==> config.mk <==
export PLATFORM = sky130hd
export DESIGN_NAME = yutorina_if_stage_flat
export DESIGN_NICKNAME = d
export VERILOG_FILES = /design/src/rtl/yutorina_if_stage_pkg.sv /design/src/rtl/yutorina_if_stage_if.sv /design/src/rtl/yutorina_if_reg.sv /design/src/rtl/yutorina_if_stage.sv /design/src/flat_wrapper.sv
export SDC_FILE = /design/constraint.sdc
export NUM_CORES = 1
export LEC_CHECK = 0
export ABC_AREA = 1
export CORE_AREA = 4 4 122 124
export DETAILED_ROUTE_END_ITERATION = 8
export DIE_AREA = 0 0 126 128
export DONT_BUFFER_PORTS = 1
export GPL_ROUTABILITY_DRIVEN = 0
export PLACE_DENSITY = 0.71
export SLEW_MARGIN = 20
export SYNTH_ARGS = -nofsm -noshare
export SYNTH_HDL_FRONTEND = slang
export SYNTH_SLANG_ARGS = --single-unit
==> constraint.sdc <==
create_clock -name clk -period 4.55 [get_ports clk]
set_input_delay 0.6825 -clock clk [delete_from_list [all_inputs] [get_ports clk]]
set_output_delay 0.6825 -clock clk [all_outputs]
set_load 0.01 [all_outputs]
==> src/rtl/yutorina_if_stage_pkg.sv <==
// Shared fetch-stage definitions: bus widths, fetch FSM state encodings and
// the NOP instruction word used to bubble the IF/ID register.
package yutorina_if_stage_pkg;

  // Word-address and instruction-data widths of the instruction bus.
  localparam int unsigned WORD_ADDR_W = 30;
  localparam int unsigned WORD_DATA_W = 32;

  // Instruction word that decode treats as a no-op.
  localparam logic [WORD_DATA_W-1:0] ISA_NOP = 32'h0000_0000;

  // Fetch FSM states.
  //   FETCH : request at pc is on the bus
  //   HOLD  : fetched word parked in buf_insn while the pipe is stalled
  //   DRAIN : finishing a read that a redirect made stale
  typedef enum logic [1:0] {
    IF_STATE_FETCH = 2'd0,
    IF_STATE_HOLD  = 2'd1,
    IF_STATE_DRAIN = 2'd2
  } if_state_e;

endpackage

==> src/rtl/yutorina_if_stage_if.sv <==
// Instruction-bus read channel between the fetch stage (master) and the
// instruction memory / bus slave.
//   req_c   : read request, combinational in the master
//   addr_c  : word address, combinational in the master, stable while req_c
//             is high and rdy is low
//   rdy     : read data valid this cycle, completes the request
//   rd_data : instruction word
interface yutorina_if_stage_if
  import yutorina_if_stage_pkg::*;
#(
  parameter int unsigned ADDR_W = WORD_ADDR_W,
  parameter int unsigned DATA_W = WORD_DATA_W
);

  logic              req_c;
  logic [ADDR_W-1:0] addr_c;
  logic              rdy;
  logic [DATA_W-1:0] rd_data;

  modport master (
    output req_c,
    output addr_c,
    input  rdy,
    input  rd_data
  );

  modport slave (
    input  req_c,
    input  addr_c,
    output rdy,
    output rd_data
  );

endinterface

==> src/rtl/yutorina_if_reg.sv <==
// IF/ID pipeline register. Flush has priority and inserts a bubble (NOP,
// valid deasserted); load captures a new {pc, insn}; otherwise it holds.
//   clk, rst  : clock, synchronous active-high reset
//   load_i    : capture pc_i/insn_i as a valid instruction
//   flush_i   : insert a bubble
//   pc_i      : word address of the incoming instruction
//   insn_i    : incoming instruction word
//   pc_o      : PC held in IF/ID
//   insn_o    : instruction held in IF/ID
//   en_n_o    : IF/ID valid, active-low
module yutorina_if_reg
  import yutorina_if_stage_pkg::*;
#(
  parameter int unsigned ADDR_W = WORD_ADDR_W,
  parameter int unsigned DATA_W = WORD_DATA_W
) (
  input  logic              clk,
  input  logic              rst,
  input  logic              load_i,
  input  logic              flush_i,
  input  logic [ADDR_W-1:0] pc_i,
  input  logic [DATA_W-1:0] insn_i,
  output logic [ADDR_W-1:0] pc_o,
  output logic [DATA_W-1:0] insn_o,
  output logic              en_n_o
);

  logic [ADDR_W-1:0] pc_q;
  logic [DATA_W-1:0] insn_q;
  logic              en_n_q;

  // PC is left untouched on a bubble; only insn/valid matter to decode.
  always_ff @(posedge clk) begin
    if (rst) begin
      pc_q   <= '0;
      insn_q <= DATA_W'(ISA_NOP);
      en_n_q <= 1'b1;
    end else if (flush_i) begin
      insn_q <= DATA_W'(ISA_NOP);
      en_n_q <= 1'b1;
    end else if (load_i) begin
      pc_q   <= pc_i;
      insn_q <= insn_i;
      en_n_q <= 1'b0;
    end
  end

  assign pc_o   = pc_q;
  assign insn_o = insn_q;
  assign en_n_o = en_n_q;

endmodule

==> src/rtl/yutorina_if_stage.sv <==
// Instruction-fetch stage: owns the PC, issues word reads on the instruction
// bus and feeds the IF/ID register. Handles bus wait states, parks a
// completed fetch while the pipe is stalled, and drains a read that was
// already outstanding when a redirect arrived.
//   clk, rst     : clock, synchronous active-high reset
//   stall_i      : pipeline stall (i_busy | d_busy); IF/ID holds when high
//   flush_i      : redirect pulse, qualifies new_pc_i
//   new_pc_i     : redirect target word address
//   ibus         : instruction-bus read channel (master side)
//   i_busy_c_o   : fetch cannot deliver this cycle (combinational)
//   if_pc_o      : PC of the instruction in IF/ID
//   if_insn_o    : instruction in IF/ID
//   if_en_n_o    : IF/ID valid, active-low
module yutorina_if_stage
  import yutorina_if_stage_pkg::*;
#(
  parameter int unsigned ADDR_W   = WORD_ADDR_W,
  parameter int unsigned DATA_W   = WORD_DATA_W,
  parameter int unsigned RESET_PC = 0
) (
  input  logic                clk,
  input  logic                rst,
  input  logic                stall_i,
  input  logic                flush_i,
  input  logic [ADDR_W-1:0]   new_pc_i,
  yutorina_if_stage_if.master ibus,
  output logic                i_busy_c_o,
  output logic [ADDR_W-1:0]   if_pc_o,
  output logic [DATA_W-1:0]   if_insn_o,
  output logic                if_en_n_o
);

  if_state_e         state_q, state_d;
  logic [ADDR_W-1:0] pc_q, pc_d;
  logic [ADDR_W-1:0] req_addr_q, req_addr_d;
  logic [DATA_W-1:0] buf_insn_q, buf_insn_d;

  logic              ifid_load;
  logic              ifid_flush;
  logic [DATA_W-1:0] ifid_insn;

  // State and datapath registers.
  always_ff @(posedge clk) begin
    if (rst) begin
      state_q    <= IF_STATE_FETCH;
      pc_q       <= ADDR_W'(RESET_PC);
      req_addr_q <= ADDR_W'(RESET_PC);
      buf_insn_q <= DATA_W'(ISA_NOP);
    end else begin
      state_q    <= state_d;
      pc_q       <= pc_d;
      req_addr_q <= req_addr_d;
      buf_insn_q <= buf_insn_d;
    end
  end

  // Next-state logic; flush wins over every other event.
  always_comb begin
    state_d = state_q;
    unique case (state_q)
      IF_STATE_FETCH: begin
        if (flush_i) begin
          // An un-returned read must complete before the bus can move on.
          state_d = ibus.rdy ? IF_STATE_FETCH : IF_STATE_DRAIN;
        end else if (ibus.rdy && stall_i) begin
          state_d = IF_STATE_HOLD;
        end
      end
      IF_STATE_HOLD: begin
        if (flush_i || !stall_i) begin
          state_d = IF_STATE_FETCH;
        end
      end
      IF_STATE_DRAIN: begin
        if (ibus.rdy) begin
          state_d = IF_STATE_FETCH;
        end
      end
      default: state_d = IF_STATE_FETCH;
    endcase
  end

  // Bus outputs, busy flag and datapath controls.
  always_comb begin
    pc_d        = pc_q;
    req_addr_d  = req_addr_q;
    buf_insn_d  = buf_insn_q;
    ifid_load   = 1'b0;
    ifid_flush  = 1'b0;
    ifid_insn   = ibus.rd_data;
    ibus.req_c  = 1'b0;
    ibus.addr_c = pc_q;
    i_busy_c_o  = 1'b0;

    unique case (state_q)
      IF_STATE_FETCH: begin
        ibus.req_c  = !rst;
        ibus.addr_c = pc_q;
        i_busy_c_o  = !rst && !ibus.rdy;
        // Remember what is on the bus in case a redirect forces a drain.
        req_addr_d  = pc_q;
        if (flush_i) begin
          ifid_flush = 1'b1;
          pc_d       = new_pc_i;
        end else if (ibus.rdy) begin
          if (!stall_i) begin
            ifid_load = 1'b1;
            pc_d      = pc_q + ADDR_W'(1);
          end else begin
            buf_insn_d = ibus.rd_data;
          end
        end
      end
      IF_STATE_HOLD: begin
        ifid_insn = buf_insn_q;
        if (flush_i) begin
          ifid_flush = 1'b1;
          pc_d       = new_pc_i;
        end else if (!stall_i) begin
          ifid_load = 1'b1;
          pc_d      = pc_q + ADDR_W'(1);
        end
      end
      IF_STATE_DRAIN: begin
        // Keep presenting the stale address until the slave answers.
        ibus.req_c  = !rst;
        ibus.addr_c = req_addr_q;
        i_busy_c_o  = !rst;
        if (flush_i) begin
          ifid_flush = 1'b1;
          pc_d       = new_pc_i;
        end
      end
      default: begin
        pc_d = pc_q;
      end
    endcase
  end

  yutorina_if_reg #(
    .ADDR_W (ADDR_W),
    .DATA_W (DATA_W)
  ) u_if_reg (
    .clk     (clk),
    .rst     (rst),
    .load_i  (ifid_load),
    .flush_i (ifid_flush),
    .pc_i    (pc_q),
    .insn_i  (ifid_insn),
    .pc_o    (if_pc_o),
    .insn_o  (if_insn_o),
    .en_n_o  (if_en_n_o)
  );

endmodule

==> src/flat_wrapper.sv <==
// flat-port wrapper written by rule: the top's interface ports become plain ports
module yutorina_if_stage_flat import yutorina_if_stage_pkg::*;
#(
  parameter int unsigned ADDR_W   = WORD_ADDR_W,
  parameter int unsigned DATA_W   = WORD_DATA_W,
  parameter int unsigned RESET_PC = 0
)
  (clk, rst, stall_i, flush_i, new_pc_i, i_busy_c_o, if_pc_o, if_insn_o, if_en_n_o, ibus_req_c, ibus_addr_c, ibus_rdy, ibus_rd_data);
  yutorina_if_stage_if #(.ADDR_W(ADDR_W), .DATA_W(DATA_W)) ibus_i ();
  input  logic clk;
  input  logic rst;
  input  logic stall_i;
  input  logic flush_i;
  input  logic [ADDR_W-1:0] new_pc_i;
  output logic i_busy_c_o;
  output logic [ADDR_W-1:0] if_pc_o;
  output logic [DATA_W-1:0] if_insn_o;
  output logic if_en_n_o;
  output wire logic [$bits(ibus_i.req_c)-1:0] ibus_req_c;
  output wire logic [$bits(ibus_i.addr_c)-1:0] ibus_addr_c;
  input wire logic [$bits(ibus_i.rdy)-1:0] ibus_rdy;
  input wire logic [$bits(ibus_i.rd_data)-1:0] ibus_rd_data;
  assign ibus_req_c = ibus_i.req_c;
  assign ibus_addr_c = ibus_i.addr_c;
  assign ibus_i.rdy = ibus_rdy;
  assign ibus_i.rd_data = ibus_rd_data;
  yutorina_if_stage #(.ADDR_W(ADDR_W), .DATA_W(DATA_W), .RESET_PC(RESET_PC)) u_core (.clk(clk), .rst(rst), .stall_i(stall_i), .flush_i(flush_i), .new_pc_i(new_pc_i), .ibus(ibus_i), .i_busy_c_o(i_busy_c_o), .if_pc_o(if_pc_o), .if_insn_o(if_insn_o), .if_en_n_o(if_en_n_o));
endmodule
=== Word level (Yosys, flattened, before mapping) ===
Index checks and enable logic that the tools add are counted.
W data, S select, Z words.

* Register bits: 157
* Input port bits: 67
* Output and inout port bits: 95
* Word-level logic and storage cells: 55

* Add/sub/neg operators: 1
* Equal/unequal tests: 7
* Muxes and demuxes: 23
* Bitwise operators: 2
* Reductions and logical operators: 15

{| class="wikitable"
|+ Operator list
! kind !! count
|-
| $mux W30 || 6
|-
| $pmux W30 S3 || 1
|-
| $mux W32 || 1
|-
| $add A30 B1 Y30 const B || 1
|-
| $mux W2 || 5
|-
| $mux W1 || 7
|-
| $pmux W2 S3 || 1
|-
| $reduce_and A3 Y1 || 2
|-
| $ne A2 B2 Y1 const B || 2
|-
| $pmux W1 S2 || 2
|-
| $reduce_and A4 Y1 || 1
|-
| $reduce_or A2 Y1 || 2
|-
| $logic_not A1 Y1 || 3
|-
| $ne A3 B2 Y1 const B || 1
|-
| $ne A3 B3 Y1 const B || 1
|-
| $reduce_bool A3 Y1 || 1
|-
| $reduce_or A3 Y1 || 1
|-
| $eq A2 B1 Y1 const B || 1
|-
| $eq A2 B2 Y1 const B || 1
|-
| $logic_and A1 B1 Y1 || 2
|-
| $logic_not A2 Y1 || 1
|-
| $ne A2 B1 Y1 const B || 1
|-
| $not A1 Y1 || 2
|-
| $reduce_and A2 Y1 || 1
|-
| $logic_or A1 B1 Y1 || 1
|}

=== Depth between registers and ports, before layout ===
* Depth in word-level cells: 5
* Gate-level depth with buffers: 10
* Gate-level depth less buffers: 10

=== Hierarchy ===
From an unflattened synthesis, not the netlist that was laid out.

* Cells, all modules: 1200
* Area total of the unflattened synthesis: 7662.3 sq um

{| class="wikitable"
|+ By module, submodules not included
! module !! instances !! cells each !! area each (sq um) !! sequential area each (sq um)
|-
| yutorina_if_stage || 1 || 862 || 5253.8 || 1881.8
|-
| yutorina_if_reg || 1 || 338 || 2408.6 || 1261.2
|}

=== Worst setup path after synthesis ===
OpenSTA, ideal clock, no wires.

* Path kind: input to output
* From: input rst
* To: output i_busy_c_o
* Arrival: 1.432 ns
* Data required time: 3.868 ns
* Path slack: 2.436 ns
* Stages on the path: 4
* Buffers on the path: 2
* Cells stage by stage: clkbuf_1 -> clkbuf_1 -> nor2_1 -> o21a_1

* Word-level cells in the longest chain between the ends: 3

{| class="wikitable"
|+ Ends and longest elaborated chain
! item !! RTL line !! RTL
|-
| from (decl) || flat_wrapper.sv:11 || <nowiki>input logic rst;</nowiki>
|-
| $logic_not A1 Y1 (*) || yutorina_if_stage.sv:99, yutorina_if_stage.sv:128 ||
|-
| $logic_and A1 B1 Y1 || yutorina_if_stage.sv:99 || <nowiki>i_busy_c_o = !rst && !ibus.rdy;</nowiki>
|-
| $pmux W1 S2 (*) || yutorina_if_stage.sv:95 || <nowiki>unique case (state_q)</nowiki>
|-
| to (decl) || flat_wrapper.sv:15 || <nowiki>output logic i_busy_c_o;</nowiki>
|}

Every way passes the cells marked *; elsewhere a longest branch is shown, timed or not.

=== Final worst setup path ===
* From: register u_core.state_q[1]
* To: output ibus_addr_c[2]

* Word-level cells in the longest chain between the ends: 2

{| class="wikitable"
|+ Ends and longest elaborated chain
! item !! RTL line !! RTL
|-
| from (decl) || yutorina_if_stage.sv:33 || <nowiki>if_state_e state_q, state_d;</nowiki>
|-
| from (signal assigned) || yutorina_if_stage.sv:50 || <nowiki>state_q <= state_d;</nowiki>
|-
| $eq A2 B2 Y1 || yutorina_if_stage.sv:95 ||
|-
| $mux W30 || yutorina_if_stage.sv:95 ||
|-
| to (decl) || flat_wrapper.sv:20 || <nowiki>output wire logic [$bits(ibus_i.addr_c)-1:0] ibus_addr_c;</nowiki>
|}

No other way between the ends.

==> results.ini <==
[sta]
slew_viol_final = 0
fin_skew_ns = 0.00732
tightest_slew_ns = 1.06
min_period_ns = 2.82
fin_crit_sh = 0.620
fmax_mhz = 355
hold_viol_final = 0
relSlewSlack = 0.291
setup_violations = 0
fin_tns_setup_ns = 0
rsz0062_at_grt = false

[drt]
dr_total_vias = 6660
wl_um = 19300
vias_per_cell = 5.53
drc = 0
ant_nets = 0
dr.pass1.iters = 8
drt_iter0_drc = 452
avgRoutedWirePerCell_um = 16.0

[floorplan]
core_area_mm2 = 0.0138
start_util = 0.520
core.rowCount = 43
die_w_um = 126
die_area_mm2 = 0.0161
die_y_um = 128
boundaryPins = 162

[synth]
syn-num-nets = 1118
synth_top_area_share = 0.439
yosysWarnings = 0
syn_area_mm2 = 0.00716
synth.area.top_cells = dfxtp_1 44%, nand2_1 15%, o21ai_0 9.9%, a21oi_1 8.1%, nor2_1 5.3%
yosysSeqAreaShare = 0.439
yosys.area.top_type = dfxtp_1
yosysUniqueCellTypes = 36
ys_seq_elements = 157
synthCells = 1050
synth_area_per_cell_um2 = 6.82

[clocking]
post_cts_resized = 0
cts_root_buffer = clkbuf_16
clk_path_buf_depth = 2
clk_latency_ns = 0.43
holdBufCountCts = 0
htreeDepth = 4
postCtsSetupRepairBufs = 0
cts_sinks = 157
cts-buffers-inserted = 17
path_clk_slew_ns = 0.06
cts_tree = yes

[grt]
grt_usage = 0.239
grt_overflow_total = 0
grt_pass1_vias = 6021
antenna_found_initial = 0
grt_max_degree = 57
grt_pass1_wl_um = 31200

[setup_path]
path_cells = inv_4 > nor2_8 > o21ai_0
cp-start-kind = flip-flop
rr_endpoint = u_core.u_if_reg.pc_o[9]$_SDFFE_PP0P_
critPathRequiredTime_ns = 3.87
crit_slowest_cell = dfxtp_1
crit_fanout = 53
ff2ff_path_depth = 6
worstPathArrival_ns = 2.14
regToRegStartpoint = u_core.state_q[1]$_SDFFE_PP0P_
end_kind = output pin
r2r_slack_ns = 1.99
critPathMaxStageDelay_ns = 0.64
crit_type = flip-flop to output pin

[hold_path]
min_to = u_core.u_if_reg.pc_o[20]$_SDFFE_PP0P_
worstHoldStart = rst
hold_path_class = primary input to flip-flop
min_path_cells = 1

[place]
place_inst = 1173
dpl.hpwl_um = 13200
portBuffers = 0

[layout]
antenna_cells = 0
drive_gt1_frac = 0.0546
layout_common_cells = 280 x nand2_1, 157 x dfxtp_1, 142 x o21ai_0
area_growth_pct = 7.95
layout_commonest_cell = nand2_1
stdcell_count = 1205
finish.net_count = 1080

[job]
drv_cap = 0

[outcome]
outcome = finished, final reports clean

[power_and_ir_drop]
peakVddDrop_v = 0.000262
p_per_area_mw_per_mm2 = 418
power.leakage_nw = 2.82

[cells in the mapped netlist, drive strengths merged]
cell / number
o21ai: 156
nand3: 34
nor3: 4
ha: 1
o211ai: 3
o21a: 1
nor2: 109
xor2: 1
clkinv: 1
inv: 72
or2: 1
clkbuf: 32
dfxtp: 157
a2111oi: 1
a31oi: 33
o22ai: 1
nand3b: 1
nand2: 282
a211oi: 1
o31ai: 1
a21oi: 117
buf: 34
nand4: 7
[through the flow]
step	worst slack [ns]	total power, mW	area [um2]	hold WS, ns	util
global placement	1.94	1.85	7150	0.432	0.519
detailed placement	1.88	1.86	7150	0.436	0.519
finish	1.73	3.23	7730	0.319	0.561
floorplan	2.44	1.79	7160	0.423	-
CTS	1.73	3.25	7730	0.308	0.561
global route	1.57	3.37	7730	0.305	0.561
[cell families (layout without fill, tap and decap cells)]
logic type,after synthesis,in the layout,share of synthesized area
flops,157,157,0.439
simple gates,438,438,0.245
xor+xnor,1,1,0.00122
buf+inv,139,114,0.0815
compound gates,314,314,0.231
fa+ha+maj,1,1,0.00175
[sequential cells by signal (all words and copies together), names as in the netlist]
signal / cells
u_core.u_if_reg.insn_o: 32
u_core.buf_insn_q: 32
u_core.u_if_reg.pc_o: 30
u_core.u_if_reg.en_n_o: 1
u_core.req_addr_q: 30
u_core.pc_q: 30
u_core.state_q: 2
[worst max-delay path: cells and delay by family, from the launching register on]
kind | cells | cell delay (ns)
flip-flops | 1 | 0.64
buffers and inverters | 1 | 0.09
AND/OR/NAND/NOR | 1 | 0.52
AO/OA/AOI/OAI | 1 | 0.45
[area by class of cell]
| cell class | instances | area [um2] |
|---|---|---|
| Fill cell | 1372 | 6050 |
| Timing Repair Buffer | 9 | 67.6 |
| Clock inverter | 12 | 139 |
| Tap cell | 180 | 225 |
| Multi-Input combinational cell | 754 | 3440 |
| Inverter | 73 | 279 |
| Clock buffer | 20 | 437 |
| Sequential cell | 157 | 3140 |
[where the power goes]
group / switching, mW / internal (mW)
registers: 0.0774 / 1.45
clock network: 0.582 / 0.812
logic: 0.209 / 0.0932
[how the worst max path moves through the flow]
| stage | startpoint | end | cells past startpoint |
|---|---|---|---|
| 2_1_floorplan | rst | i_busy_c_o | 4 |
| 3_3_place_gp | flush_i | u_core.u_if_reg.insn_o[24]$_SDFFE_PP0P_ | 6 |
| 3_5_place_dp | flush_i | u_core.u_if_reg.insn_o[22]$_SDFFE_PP0P_ | 6 |
| 4_1_cts | u_core.state_q[1]$_SDFFE_PP0P_ | ibus_addr_c[3] | 3 |
| 5_1_grt | u_core.state_q[1]$_SDFFE_PP0P_ | ibus_addr_c[3] | 3 |
| 6_report | u_core.state_q[1]$_SDFFE_PP0P_ | ibus_addr_c[2] | 3 |
[routing by layer]
| layer | part of all wire | global-route usage |
|---|---|---|
| met4 | 0.019 | 0.0776 |
| met1 | 0.44 | 0.308 |
| met5 | 0 | 0 |
| met3 | 0.10 | 0.0971 |
| met2 | 0.44 | 0.366 |
Note: power is estimated with default switching activity, not from simulation.
